File: config.mk
export PLATFORM = sky130hd
export DESIGN_NAME = spike_rate_decoder
export DESIGN_NICKNAME = d
export VERILOG_FILES = /design/src/rtl/snn_decode_pkg.sv /design/src/rtl/spike_channel_counter.sv /design/src/rtl/spike_rate_decoder.sv
export SDC_FILE = /design/constraint.sdc
export NUM_CORES = 1
export LEC_CHECK = 0
export CAP_MARGIN = 20
export CORE_MARGIN = 2
export CORE_UTILIZATION = 63
export DETAILED_ROUTE_END_ITERATION = 10
export GPL_TIMING_DRIVEN = 1
export MAX_ROUTING_LAYER = met4
export PLACE_DENSITY = 0.92
export SETUP_SLACK_MARGIN = 0.5
export SLEW_MARGIN = 20
export SYNTH_ARGS = -nofsm -noshare
export SYNTH_HDL_FRONTEND = slang
export SYNTH_SLANG_ARGS = --single-unit
File: constraint.sdc
create_clock -name clk -period 8.7 [get_ports clk]
set_input_delay 1.74 -clock clk [delete_from_list [all_inputs] [get_ports clk]]
set_output_delay 1.74 -clock clk [all_outputs]
set_load 0.01 [all_outputs]
File: src/rtl/snn_decode_pkg.sv
// Shared types and width helpers for the spike-rate decoder.
// The result struct uses fixed maximum field widths; the top level narrows them to its parameters.
package snn_decode_pkg;

    typedef enum logic [1:0] {
        COLLECT = 2'd0,
        RESOLVE = 2'd1,
        HOLD    = 2'd2
    } state_t;

    localparam int RES_IDX_W = 8;
    localparam int RES_CNT_W = 32;

    typedef struct packed {
        logic [RES_IDX_W-1:0] winner;
        logic [RES_CNT_W-1:0] count;
        logic                 none;
    } result_t;

    // One extra code point so that T_WINDOW itself can mean "no spike yet".
    function automatic int time_width(input int t_window);
        return $clog2(t_window + 1);
    endfunction

    function automatic int idx_width(input int num_ch);
        return (num_ch > 1) ? $clog2(num_ch) : 1;
    endfunction

endpackage

File: src/rtl/spike_channel_counter.sv
// One channel's saturating spike count and first-spike time within a decode window.
module spike_channel_counter #(
    parameter int CNT_W    = 8,
    parameter int TIME_W   = 8,
    parameter int T_WINDOW = 250
) (
    input  logic              clk,
    input  logic              rst,
    input  logic              sample,
    input  logic              spike,
    input  logic [TIME_W-1:0] t_now,
    input  logic              clear,
    output logic [CNT_W-1:0]  count,
    output logic [TIME_W-1:0] first_time
);

    localparam logic [TIME_W-1:0] NO_SPIKE = TIME_W'(T_WINDOW);

    logic [CNT_W-1:0]  count_q, count_d;
    logic [TIME_W-1:0] first_q, first_d;

    always_comb begin
        count_d = count_q;
        first_d = first_q;
        if (clear) begin
            count_d = '0;
            first_d = NO_SPIKE;
        end else if (sample && spike) begin
            if (count_q != {CNT_W{1'b1}}) begin
                count_d = count_q + 1'b1;
            end
            if (first_q == NO_SPIKE) begin
                first_d = t_now;
            end
        end
    end

    always_ff @(posedge clk or posedge rst) begin
        if (rst) begin
            count_q <= '0;
            first_q <= NO_SPIKE;
        end else begin
            count_q <= count_d;
            first_q <= first_d;
        end
    end

    assign count      = count_q;
    assign first_time = first_q;

endmodule

File: src/rtl/spike_rate_decoder.sv
// Counts output-neuron spikes over a window, picks a winner one channel per cycle,
// and holds the classification on a valid/ready port until it is accepted.
module spike_rate_decoder
    import snn_decode_pkg::*;
#(
    parameter int NUM_CH   = 4,
    parameter int T_WINDOW = 250,
    parameter int CNT_W    = 8
) (
    input  logic                             clk,
    input  logic                             rst,
    input  logic                             en,
    input  logic [NUM_CH-1:0]                spike_in,
    output logic                             out_valid,
    input  logic                             out_ready,
    output logic [idx_width(NUM_CH)-1:0]     out_winner,
    output logic [CNT_W-1:0]                 out_count,
    output logic [NUM_CH*CNT_W-1:0]          out_counts,
    output logic                             out_none,
    output logic                             drop_flag
);

    localparam int TIME_W = time_width(T_WINDOW);
    localparam int IDX_W  = idx_width(NUM_CH);
    localparam logic [TIME_W-1:0] T_LAST   = TIME_W'(T_WINDOW - 1);
    localparam logic [TIME_W-1:0] NO_SPIKE = TIME_W'(T_WINDOW);
    localparam logic [IDX_W-1:0]  IDX_LAST = IDX_W'(NUM_CH - 1);

    state_t                    state_q, state_d;
    logic [TIME_W-1:0]         t_q, t_d;
    logic [IDX_W-1:0]          idx_q, idx_d;
    logic [IDX_W-1:0]          best_idx_q, best_idx_d;
    logic [CNT_W-1:0]          best_cnt_q, best_cnt_d;
    logic [TIME_W-1:0]         best_time_q, best_time_d;
    logic                      valid_q, valid_d;
    logic                      drop_q, drop_d;
    result_t                   res_q, res_d;
    logic [NUM_CH*CNT_W-1:0]   counts_q, counts_d;

    logic                      sample, clear, take;
    logic [CNT_W-1:0]          ch_count [NUM_CH];
    logic [TIME_W-1:0]         ch_time  [NUM_CH];
    logic [NUM_CH*CNT_W-1:0]   counts_flat;
    logic [CNT_W-1:0]          cur_cnt, win_cnt;
    logic [TIME_W-1:0]         cur_time;
    logic [IDX_W-1:0]          win_idx;

    assign sample = (state_q == COLLECT) && en;
    assign clear  = (state_q == HOLD) && valid_q && out_ready;

    for (genvar i = 0; i < NUM_CH; i++) begin : g_ch
        spike_channel_counter #(
            .CNT_W   (CNT_W),
            .TIME_W  (TIME_W),
            .T_WINDOW(T_WINDOW)
        ) u_cnt (
            .clk       (clk),
            .rst       (rst),
            .sample    (sample),
            .spike     (spike_in[i]),
            .t_now     (t_q),
            .clear     (clear),
            .count     (ch_count[i]),
            .first_time(ch_time[i])
        );
        assign counts_flat[i*CNT_W +: CNT_W] = ch_count[i];
    end

    // Channel 0 seeds the running best; later channels must strictly beat it to take over.
    always_comb begin
        cur_cnt  = ch_count[idx_q];
        cur_time = ch_time[idx_q];
        take     = (idx_q == '0) || (cur_cnt > best_cnt_q) ||
                   ((cur_cnt == best_cnt_q) && (cur_time < best_time_q));
        win_idx  = take ? idx_q : best_idx_q;
        win_cnt  = take ? cur_cnt : best_cnt_q;
    end

    always_comb begin
        state_d     = state_q;
        t_d         = t_q;
        idx_d       = idx_q;
        best_idx_d  = best_idx_q;
        best_cnt_d  = best_cnt_q;
        best_time_d = best_time_q;
        valid_d     = valid_q;
        res_d       = res_q;
        counts_d    = counts_q;
        drop_d      = drop_q | ((state_q != COLLECT) && (|spike_in));

        unique case (state_q)
            COLLECT: begin
                if (en) begin
                    if (t_q == T_LAST) begin
                        t_d     = '0;
                        idx_d   = '0;
                        state_d = RESOLVE;
                    end else begin
                        t_d = t_q + 1'b1;
                    end
                end
            end
            RESOLVE: begin
                best_idx_d  = win_idx;
                best_cnt_d  = win_cnt;
                best_time_d = take ? cur_time : best_time_q;
                if (idx_q == IDX_LAST) begin
                    state_d      = HOLD;
                    valid_d      = 1'b1;
                    res_d.winner = RES_IDX_W'(win_idx);
                    res_d.count  = RES_CNT_W'(win_cnt);
                    res_d.none   = (win_cnt == '0);
                    counts_d     = counts_flat;
                end else begin
                    idx_d = idx_q + 1'b1;
                end
            end
            HOLD: begin
                if (out_ready) begin
                    valid_d = 1'b0;
                    state_d = COLLECT;
                end
            end
            default: state_d = COLLECT;
        endcase
    end

    always_ff @(posedge clk or posedge rst) begin
        if (rst) begin
            state_q     <= COLLECT;
            t_q         <= '0;
            idx_q       <= '0;
            best_idx_q  <= '0;
            best_cnt_q  <= '0;
            best_time_q <= NO_SPIKE;
            valid_q     <= 1'b0;
            drop_q      <= 1'b0;
            res_q       <= '0;
            counts_q    <= '0;
        end else begin
            state_q     <= state_d;
            t_q         <= t_d;
            idx_q       <= idx_d;
            best_idx_q  <= best_idx_d;
            best_cnt_q  <= best_cnt_d;
            best_time_q <= best_time_d;
            valid_q     <= valid_d;
            drop_q      <= drop_d;
            res_q       <= res_d;
            counts_q    <= counts_d;
        end
    end

    // Winner/count only fill the low bits of the wide shared struct fields.
    logic unused_res_bits;
    assign unused_res_bits = ^res_q;

    assign out_valid  = valid_q;
    assign out_winner = res_q.winner[IDX_W-1:0];
    assign out_count  = res_q.count[CNT_W-1:0];
    assign out_none   = res_q.none;
    assign out_counts = counts_q;
    assign drop_flag  = drop_q;

endmodule

==> results.ini, run 1 <==
[synthesis]
yosysUniqueCellTypes = 51
ys_top_cells_by_count = nand2_1, dfrtp_1, nor2_1, o21ai_0, inv_1
synth-edff-count = 0
synth_nets = 703
avgSynthCellArea_um2 = 10.3
synth_top_cell_area_share_pct = 39.5
ys_seq_elements = 139
seq_area_frac_synth_pct = 51.0
yosysTopAreaCell = dfrtp_1
synth_cells = 672
synth-async-reset-ratio_pct = 100
yosysMostFrequentCell = nand2_1
yosysWarnings = 0
ys.flop_type = dfrtp_1
yosys-top-cells-area = dfrtp_1, dfstp_2, nand2_1, mux4_2, ha_1
synth_area_um2 = 6900

[status]
outcome = finished, final reports clean

[place]
port_buffers = 52
placed_cells = 838
gp_congestion = 0.944
dp_hpwl_um = 11400

[finish]
drive_above_1_share_pct = 14.9
final_cells = 870
final_nets = 748
diodes = 0
syn_to_final_growth_pct = 17.5
final_util_pct = 75.5

[setup_path]
slowest_delay_ns = 0.95
worstPathCellList = mux4_2 -> ha_1 -> and4_1 -> nand4_1 -> o211ai_4 -> mux2_2
cp_slowest_cell = dfrtp_1
cp_data_arrival_time_ns = 4.51
path_max_fanout = 21
crit_path_start_kind = register
required_ns = 9.12
path_class = reg -> reg
end_kind = register

[cts]
htreeDepth = 4
cts_setup_buffers = 0
clk_pin_slew_worst_paths_ns = 0.07
cts_resized = 0
clock_latency_ns = 0.54
cts_max_path_buffers = 2
cts-root-buf = clkbuf_8
holdBufCountCts = 0
cts_tree = done
cts_made_buffers = 17
cts_sinks = 139

[detailed_routing]
dr_wl_met3_um = 1470
drtAntennaViolNets = 0
drc = 0
dr.max_layer_used = met4
vias = 5602
avgRoutedWirePerCell_um = 20.2
firstDrtPassIters = 5
met2WireLength_um = 8750
totalWireLength_um = 17600
drt_iter0_markers = 706
viasPerCell = 6.44
wl_met1_um = 6850

[timing]
rsz0062_at_grt = no
timing.slew.headroom_pct = 25.8
fmax_mhz = 245
finalHoldViolCount = 0
fin_skew_ns = 0.00598
holdWs_ns = 0.480
slew_violations = 0
fin_setup_tns_ns = 0
setup_viol_count_final = 0
tightest_slew_ns = 1.11
fin_crit_ns = 4.09
period_share_pct = 47.0

[floorplanning]
coreArea_um2 = 10700
start_util_pct = 64.2
io_pins = 53
die_x_um = 109
die_y_um = 109
rows = 38
die-area_um2 = 11800

[global_route]
grt_start_max_net_pins = 82
grt_pass1_wl_um = 28800
grt_usage_pct = 33.2
grt_pass1_vias = 5637
grt_remaining_overflow = 0
antenna_found_initial = 0

[power_and_ir_drop]
ir_drop_mv = 0.124
power_density_nw_per_um2 = 238
power.leakage_nw = 3.83
p_total_w = 0.00193

[flow_run]
maxCapViolCount = 0

[min_path]
hp-class = reg -> reg

[flip-flops by register name, summed over array words and instances (netlist names), 8 cells and up]
| signal | flops |
|---|---|
| g_ch.u_cnt.count | 32 |
| g_ch.u_cnt.first_time | 32 |
| out_counts | 32 |
| best_cnt_q | 8 |
| best_time_q | 8 |
| out_count | 8 |
| t_q | 8 |
[critical path: cells and delay by family, from the launching register on]
kind	cells	cell delay (ns)
AOI/OAI and AO/OA	1	0.90
adders and majority gates	1	0.35
DFF	1	0.95
muxes	2	0.92
and+or+nand+nor	2	0.82
[final timing paths]
| kind | from | end | slack [ns] | cells past startpoint |
|---|---|---|---|---|
| max in group asynchronous | rst | g_ch[3].u_cnt.count[3]$_DFFE_PP0P_ | 5.55 | 3 |
| worst max register to register | idx_q[1]$_DFFE_PP0P_ | best_cnt_q[0]$_DFFE_PP0P_ | 4.61 | 6 |
| worst min register to register | out_counts[22]$_DFFE_PP0P_ | out_counts[22]$_DFFE_PP0P_ | 0.48 | 2 |
| worst min-delay path | out_counts[22]$_DFFE_PP0P_ | out_counts[22]$_DFFE_PP0P_ | 0.48 | 2 |
| worst max-delay path | idx_q[1]$_DFFE_PP0P_ | best_cnt_q[0]$_DFFE_PP0P_ | 4.61 | 6 |
| min in group asynchronous | rst | state_q[0]$_DFFE_PP0P_ | 1.69 | 2 |
[per-stage QoR]
step / cell area, um^2 / setup WS (ns)
3_5_place_dp: 7510 / 4.33
4_1_cts: 8110 / 4.70
6_report: 8110 / 4.61
3_3_place_gp: 7510 / 4.47
5_1_grt: 8110 / 4.32
2_1_floorplan: 6900 / 3.29
[cell type report]
class                   count  area [um^2]
clock buffers              18          428
clock inverters            14          171
fillers                   675         2640
inverters                  31          119
multi-input cells         469         3130
flip-flops and latches    139         3520
well taps                 140          175
repair buffers             59          573
[cell families (layout without fill, tap and decap cells)]
logic type / count (synthesis) / after routing / share of synthesized area [%]
buf+inv: 64 / 122 / 3.75
compound gates: 116 / 116 / 10.8
simple gates: 265 / 265 / 17.5
fa+ha+maj: 23 / 23 / 4.17
flops: 139 / 139 / 51.0
mux: 38 / 38 / 9.34
xor+xnor: 27 / 27 / 3.43
[report_power, final]
part	switching, W	internal [W]	total, W
sequential	0.000130	0.000709	0.000838
clock	0.000294	0.000445	0.000740
combinational	0.000207	0.000143	0.000351
[placed cells by master, fill, tap and decap left out, drive strengths merged, types with 4 or more instances in the layout]
master / synthesis / routed
dfrtp: 109 / 109
inv: 31 / 32
nand4: 15 / 15
and4: 4 / 4
and3: 5 / 5
xnor2: 20 / 20
nor4: 4 / 4
mux4: 16 / 16
clkbuf: 25 / 18
o211ai: 15 / 15
a31oi: 11 / 11
mux2i: 4 / 4
nand4b: 5 / 5
mux2: 18 / 18
dfstp: 30 / 30
xor2: 7 / 7
clkinv: 0 / 7
nand2: 129 / 129
clkdlybuf4s50: 0 / 52
a21oi: 19 / 19
ha: 23 / 23
o21ai: 40 / 40
a21o: 6 / 6
nor2: 57 / 57
buf: 8 / 7
a211oi: 7 / 7
nor3: 11 / 11
o31ai: 10 / 10
or3: 4 / 4
nand3: 18 / 18
[metal layers]
layer	track usage, %	vias to the layer above
li1	-	2454
met3	6.04	59
met5	-	-
met4	15.6	0
met2	52.1	349
met1	42.2	2740
Note: power is estimated with default switching activity, not from simulation.
==> run 2, diff against run 1 <==
--- a/config.mk
+++ b/config.mk
@@ -7,11 +7,11 @@
 export LEC_CHECK = 0
 export CAP_MARGIN = 20
 export CORE_MARGIN = 2
-export CORE_UTILIZATION = 63
+export CORE_UTILIZATION = 53
 export DETAILED_ROUTE_END_ITERATION = 10
 export GPL_TIMING_DRIVEN = 1
 export MAX_ROUTING_LAYER = met4
-export PLACE_DENSITY = 0.92
+export PLACE_DENSITY = 0.83
 export SETUP_SLACK_MARGIN = 0.5
 export SLEW_MARGIN = 20
 export SYNTH_ARGS = -nofsm -noshare
==> constraint.sdc (replaced) <==
create_clock -name clk -period 3.4 [get_ports clk]
set_input_delay 0.68 -clock clk [delete_from_list [all_inputs] [get_ports clk]]
set_output_delay 0.68 -clock clk [all_outputs]
set_load 0.01 [all_outputs]
==> run 2 against run 1 <==
Hold slack worse by 0.0094 ns. Global-route usage is 6.2 points lower. Fmax is 39% higher. Register-to-register slack worse by 4.2 ns. Cell count is 6.9% higher. Total power grew to 2.6 times the previous value. Combinational power grew to 3.1 times the previous value. Non-clock buffer count is 28 higher. Via count is 0.30% lower.
==> results.ini, run 2 (synthesis gave the netlist of run 1 again) <==
[timing]
tightest_slew_ns = 0.742  ; -0.366 ns
rsz0062_at_grt = yes
holdWs_ns = 0.471  ; -0.00935 ns
timing.slew.headroom_pct = 50.5  ; +25 points
fmax_mhz = 339  ; +39%
setup_ws_ns = 0.452  ; -4.16 ns
finalHoldViolCount = 0  ; unchanged
fin_crit_ns = 2.95  ; -1.14 ns
slew_violations = 0  ; unchanged
setup_viol_count_final = 0  ; unchanged
period_share_pct = 86.7  ; +40 points
fin_skew_ns = 0.00929  ; +0.00331 ns
fin_setup_tns_ns = 0  ; unchanged

[finish]
seq_area_um2 = 3520  ; about the same
drive_above_1_share_pct = 19.5  ; +4.6 points
layout_common_cells = nand2_1, dfrtp_1, nor2_1, clkdlybuf4s50_1, o21ai_0
syn_to_final_growth_pct = 23.7
multi_input_area_um2 = 3260  ; +4.3%
final_nets = 776  ; +3.7%
layout_commonest_cell = nand2_1
diodes = 0  ; unchanged
num-fill-cells = 936  ; +39%

[setup_path]
required_ns = 3.71  ; -5.41 ns
slowest_delay_ns = 0.55  ; -0.40 ns
r2r_start = idx_q[0]$_DFFE_PP0P_
path_class = reg -> reg
end_kind = register
crit_top_cell = buf_8
cp_data_arrival_time_ns = 3.25  ; -1.26 ns
cp_top_family = multiplexers
crit_buf_inv = 3  ; +3
critPathLaunch = idx_q[0]$_DFFE_PP0P_
worstPathCellList = buf_8 -> mux4_2 -> ha_4 -> and4_4 -> nand4b_1 -> o211a_4 -> o211ai_4 -> buf_6 -> buf_8 -> mux2_1
path_max_fanout = 7  ; -67%
crit_path_start_kind = register
cp_slowest_cell = mux4_2

[power_and_ir_drop]
power_density_nw_per_um2 = 584  ; +150%
p_clk_share_pct = 34.6  ; -3.8 points
power_frac_seq_pct = 43.3  ; -0.2 points
pwr-share-comb_pct = 22.2  ; +4.0 points
power.leakage_nw = 4.00  ; +4.4%
ir_drop_mv = 0.341  ; +180%
switching_share_pct = 32.5  ; -0.23 points
p_total_w = 0.00498  ; +160%
intPower_w = 0.00336  ; +160%
p_switching_w = 0.00162  ; +160%

[cts]
clock_latency_ns = 0.43  ; -0.11 ns
cts-root-buf = clkbuf_16
cts_tree = done
cts_made_buffers = 17  ; unchanged
cts_sinks = 139  ; unchanged
htreeDepth = 4  ; unchanged
cts_max_path_buffers = 2  ; unchanged
holdBufCountCts = 0  ; unchanged
clk_pin_slew_worst_paths_ns = 0.06  ; about the same

[detailed_routing]
avgRoutedWirePerCell_um = 19.0  ; -6.3%
vias = 5585  ; -0.30%
drc = 0  ; unchanged
drtAntennaViolNets = 0  ; unchanged
drt_iter0_markers = 496  ; -30%
totalWireLength_um = 17600  ; +0.19%
viasPerCell = 6.01  ; -6.7%
firstDrtPassIters = 5  ; unchanged

[place]
gp_congestion = 0.969  ; +2.6%
dp_hpwl_um = 11700  ; +2.9%
place_ws_ns = 0.0970  ; -4.23 ns
port_buffers = 52  ; unchanged

[status]
outcome = finished, final reports clean

[global_route]
grt_start_max_net_pins = 140  ; +71%
grt_usage_pct = 27.0  ; -6.2 points
grt_remaining_overflow = 0  ; unchanged
antenna_found_initial = 0  ; unchanged
grt_pass1_vias = 5503  ; -2.4%
grt_pass1_wl_um = 28700  ; -0.29%

[floorplanning]
start_util_pct = 54.5  ; -9.8 points
die_x_um = 118  ; +8.7%
rows = 41  ; +7.9%
die_y_um = 118  ; +8.7%
io_pins = 53  ; unchanged
die-area_um2 = 13900  ; +18%
coreArea_um2 = 12700  ; +18%

[min_path]
hold_start = out_counts[29]$_DFFE_PP0P_
hp-class = reg -> reg

[flow_run]
maxCapViolCount = 0  ; unchanged

[run 2: routing by layer]
metal | vias to the layer above | track usage, % | part of all wire [%]
met5 | - | - | 0
met4 | 0 | 13.0 | 3.0
met3 | 45 | 5.72 | 6.9
met2 | 252 | 40.4 | 48
met1 | 2781 | 35.2 | 42
li1 | 2507 | - | -
[run 2: final cells by class]
cell class,instances,area share [%]
inverters,31,1.41
clock inverters,5,0.381
repair buffers,87,10.1
flip-flops and latches,139,41.2
well taps,172,2.52
clock buffers,27,6.14
multi-input cells,469,38.2
[run 2: worst paths after layout]
check / cells after the start / end / slack (ns)
max: 10 / best_idx_q[0]$_DFFE_PP0P_ / 0.45
min: 2 / out_counts[29]$_DFFE_PP0P_ / 0.47
max reg2reg: 10 / best_idx_q[0]$_DFFE_PP0P_ / 0.45
min reg2reg: 2 / out_counts[29]$_DFFE_PP0P_ / 0.47
max in group asynchronous: 3 / out_counts[13]$_DFFE_PP0P_ / 2.04
min in group asynchronous: 3 / best_idx_q[0]$_DFFE_PP0P_ / 0.85
[run 2: repair_timing]
| item | in CTS | in global routing |
|---|---|---|
| gates resized for setup | 21 | 15 |
| setup endpoints to repair | 29 | 29 |
| buffers inserted | 13 | 5 |
| gates cloned | 2 | 0 |
| pin swaps | 7 | 4 |
[run 2: worst register-to-register path, delay by kind of cell (launching register included)]
family | cells | cell delay, ns
DFF | 1 | 0.42
buffers and inverters | 3 | 0.40
AOI/OAI and AO/OA | 2 | 0.49
adders and majority gates | 1 | 0.30
and+or+nand+nor | 2 | 0.34
muxes | 2 | 0.88
[run 2: power by group through the flow]
| stage | clock network [W] | registers, W | logic, W |
|---|---|---|---|
| finish | 0.00172 | 0.00215 | 0.00110 |
| global route | 0.00181 | 0.00218 | 0.00122 |
| CTS | 0.00174 | 0.00214 | 0.000996 |
| detailed placement | 0 | 0.00217 | 0.000893 |
| global placement | 0 | 0.00216 | 0.000854 |
| floorplan | 0 | 0.00202 | 0.000718 |
[run 2: per-stage QoR]
stage / utilization, % / instance area (um^2) / cells
6_report: 67.4 / 8530 / 930
5_1_grt: 67.4 / 8530 / 930
4_1_cts: 66.7 / 8450 / 925
3_5_place_dp: 60.3 / 7630 / 878
3_3_place_gp: 60.3 / 7630 / 878
2_1_floorplan: - / 6910 / 672
==> run 3, diff against run 2 <==
--- a/config.mk
+++ b/config.mk
@@ -6,7 +6,6 @@
 export NUM_CORES = 1
 export LEC_CHECK = 0
 export CAP_MARGIN = 20
-export CORE_MARGIN = 2
 export CORE_UTILIZATION = 53
 export DETAILED_ROUTE_END_ITERATION = 10
 export GPL_TIMING_DRIVEN = 1
==> run 3 against run 2 <==
Sequential share of layout area increased by 0.39 points. Clock skew decreased by 0.00056 ns. Clock power about the same. Count of clock-buffer cells in the layout decreased by 7. Flip-flop and latch count unchanged. Non-clock buffer count decreased by 2. Register-to-register slack about the same. Cell count decreased by 0.22%. Combinational power decreased by 14%. Sequential power about the same.
==> results.ini, run 3 (synthesis gave the netlist of run 1 again) <==
[place]
port_buffers = 52  ; unchanged
dp_hpwl_um = 11500  ; -1.6%
place_ws_ns = 0.156  ; +0.0586 ns
gp_congestion = 0.965  ; -0.45%

[timing]
fin_setup_tns_ns = 0  ; unchanged
fmax_mhz = 337  ; -0.50%
slew_violations = 0  ; unchanged
timing.slew.headroom_pct = 49.5  ; -1.0 points
setup_ws_ns = 0.437  ; -0.0149 ns
period_share_pct = 87.2  ; +0.44 points
setup_viol_count_final = 0  ; unchanged
fin_crit_ns = 2.96  ; +0.0149 ns
rsz0062_at_grt = yes
finalHoldViolCount = 0  ; unchanged
fin_skew_ns = 0.00873  ; -0.000561 ns
tightest_slew_ns = 0.757  ; +0.0155 ns

[detailed_routing]
avgRoutedWirePerCell_um = 18.7  ; -1.5%
firstDrtPassIters = 5  ; unchanged
drtAntennaViolNets = 0  ; unchanged
drt_iter0_markers = 511  ; +3.0%
drc = 0  ; unchanged
totalWireLength_um = 17300  ; -1.7%
vias = 5575  ; -0.18%
viasPerCell = 6.01  ; about the same

[power_and_ir_drop]
p_total_w = 0.00482  ; -3.2%
power_density_nw_per_um2 = 570  ; -2.3%
power.leakage_nw = 3.96  ; -0.90%
ir_drop_mv = 0.363  ; +6.4%

[setup_path]
cp_top_family = multiplexers
path_max_fanout = 8  ; +1
path_class = reg -> reg
crit_buf_inv = 2  ; -1
crit_path_start_kind = register
required_ns = 3.71  ; about the same
cp_data_arrival_time_ns = 3.28  ; +0.03 ns
end_kind = register
slowest_delay_ns = 0.56  ; about the same
worstPathCellList = buf_8 -> mux4_2 -> ha_4 -> and4_4 -> nand4b_1 -> o211a_4 -> o211ai_4 -> buf_6 -> mux2_4
cp_slowest_cell = mux4_2

[cts]
clk_pin_slew_worst_paths_ns = 0.06  ; about the same
cts_tree = done
htreeDepth = 4  ; unchanged
cts_made_buffers = 17  ; unchanged
clock_latency_ns = 0.43  ; about the same
cts_sinks = 139  ; unchanged
cts-root-buf = clkbuf_16
cts_max_path_buffers = 2  ; unchanged

[global_route]
antenna_found_initial = 0  ; unchanged
grt_start_max_net_pins = 140  ; unchanged
grt_pass1_wl_um = 27000  ; -5.9%
grt_pass1_vias = 5249  ; -4.6%
grt_remaining_overflow = 0  ; unchanged
grt_usage_pct = 27.8  ; +0.83 points

[min_path]
hp-class = reg -> reg

[floorplanning]
rows = 41  ; unchanged
die_y_um = 116  ; -1.7%
start_util_pct = 54.5  ; unchanged
io_pins = 53  ; unchanged
coreArea_um2 = 12700  ; unchanged
die_x_um = 116  ; -1.7%
die-area_um2 = 13500  ; -3.4%

[flow_run]
maxCapViolCount = 0  ; unchanged

[finish]
final_nets = 774  ; -0.26%
layout_common_cells = nand2_1, dfrtp_1, nor2_1, clkdlybuf4s50_1, o21ai_0
diodes = 0  ; unchanged
syn_to_final_growth_pct = 22.5
layout_commonest_cell = nand2_1
final_util_pct = 66.7  ; -0.63 points
drive_above_1_share_pct = 19.4  ; -0.081 points
num-fill-cells = 908  ; -3.0%

[status]
outcome = finished, final reports clean

-- run 3: cell count changes in the layout (fill, tap and decap cells not counted), sizes merged --
cell / change
clkbuf: -7
clkinvlp: +2
buf: -2
clkinv: +4
bufinv: +1
-- run 3: layout make-up --
cell class	count	area (um^2)	share of cell area, %
well taps	172	215	2.55
multi-input cells	469	3240	38.3
inverters	31	120	1.42
clock inverters	12	100	1.18
repair buffers	85	817	9.66
clock buffers	20	447	5.28
flip-flops and latches	139	3520	41.6
-- run 3: what timing repair did --
| action | CTS | global route |
|---|---|---|
| cloned | 1 | 1 |
| pin swaps | 4 | 9 |
| setup endpoints to repair | 29 | 29 |
| hold buffers | 0 | 0 |
| buffers inserted | 6 | 9 |
| resized for setup | 11 | 22 |
-- run 3: report_power, final --
group / switching [W] / internal [W]
clock: 0.000699 / 0.00101
sequential: 0.000346 / 0.00181
combinational: 0.000532 / 0.000416
total: 0.00158 / 0.00324
-- run 3: path summary, 6_finish.rpt --
kind	depth (start not counted)	endpoint	slack, ns	start
hold / removal	1	drop_flag$_DFF_PP0_	0.47	drop_flag$_DFF_PP0_
max in group asynchronous	3	idx_q[0]$_DFFE_PP0P_	2.01	rst
setup / recovery	9	best_cnt_q[2]$_DFFE_PP0P_	0.44	idx_q[0]$_DFFE_PP0P_
min in group asynchronous	3	best_cnt_q[7]$_DFFE_PP0P_	0.80	rst
hold reg to reg	1	drop_flag$_DFF_PP0_	0.47	drop_flag$_DFF_PP0_
setup reg to reg	9	best_cnt_q[2]$_DFFE_PP0P_	0.44	idx_q[0]$_DFFE_PP0P_
-- run 3: layer usage --
metal	track usage, %	vias up	part of all wire (%)
met4	10.9	0	2.7
met5	-	-	0
li1	-	2502	-
met2	42.5	249	48
met1	36.8	2783	42
met3	5.55	41	6.7
-- run 3: per-stage QoR --
stage | hold WS, ns | std cells | cell area [um^2]
floorplan | 0.461 | 672 | 6910
CTS | 0.477 | 918 | 8270
detailed placement | 0.462 | 879 | 7640
global route | 0.504 | 928 | 8450
global placement | 0.459 | 879 | 7640
finish | 0.473 | 928 | 8450
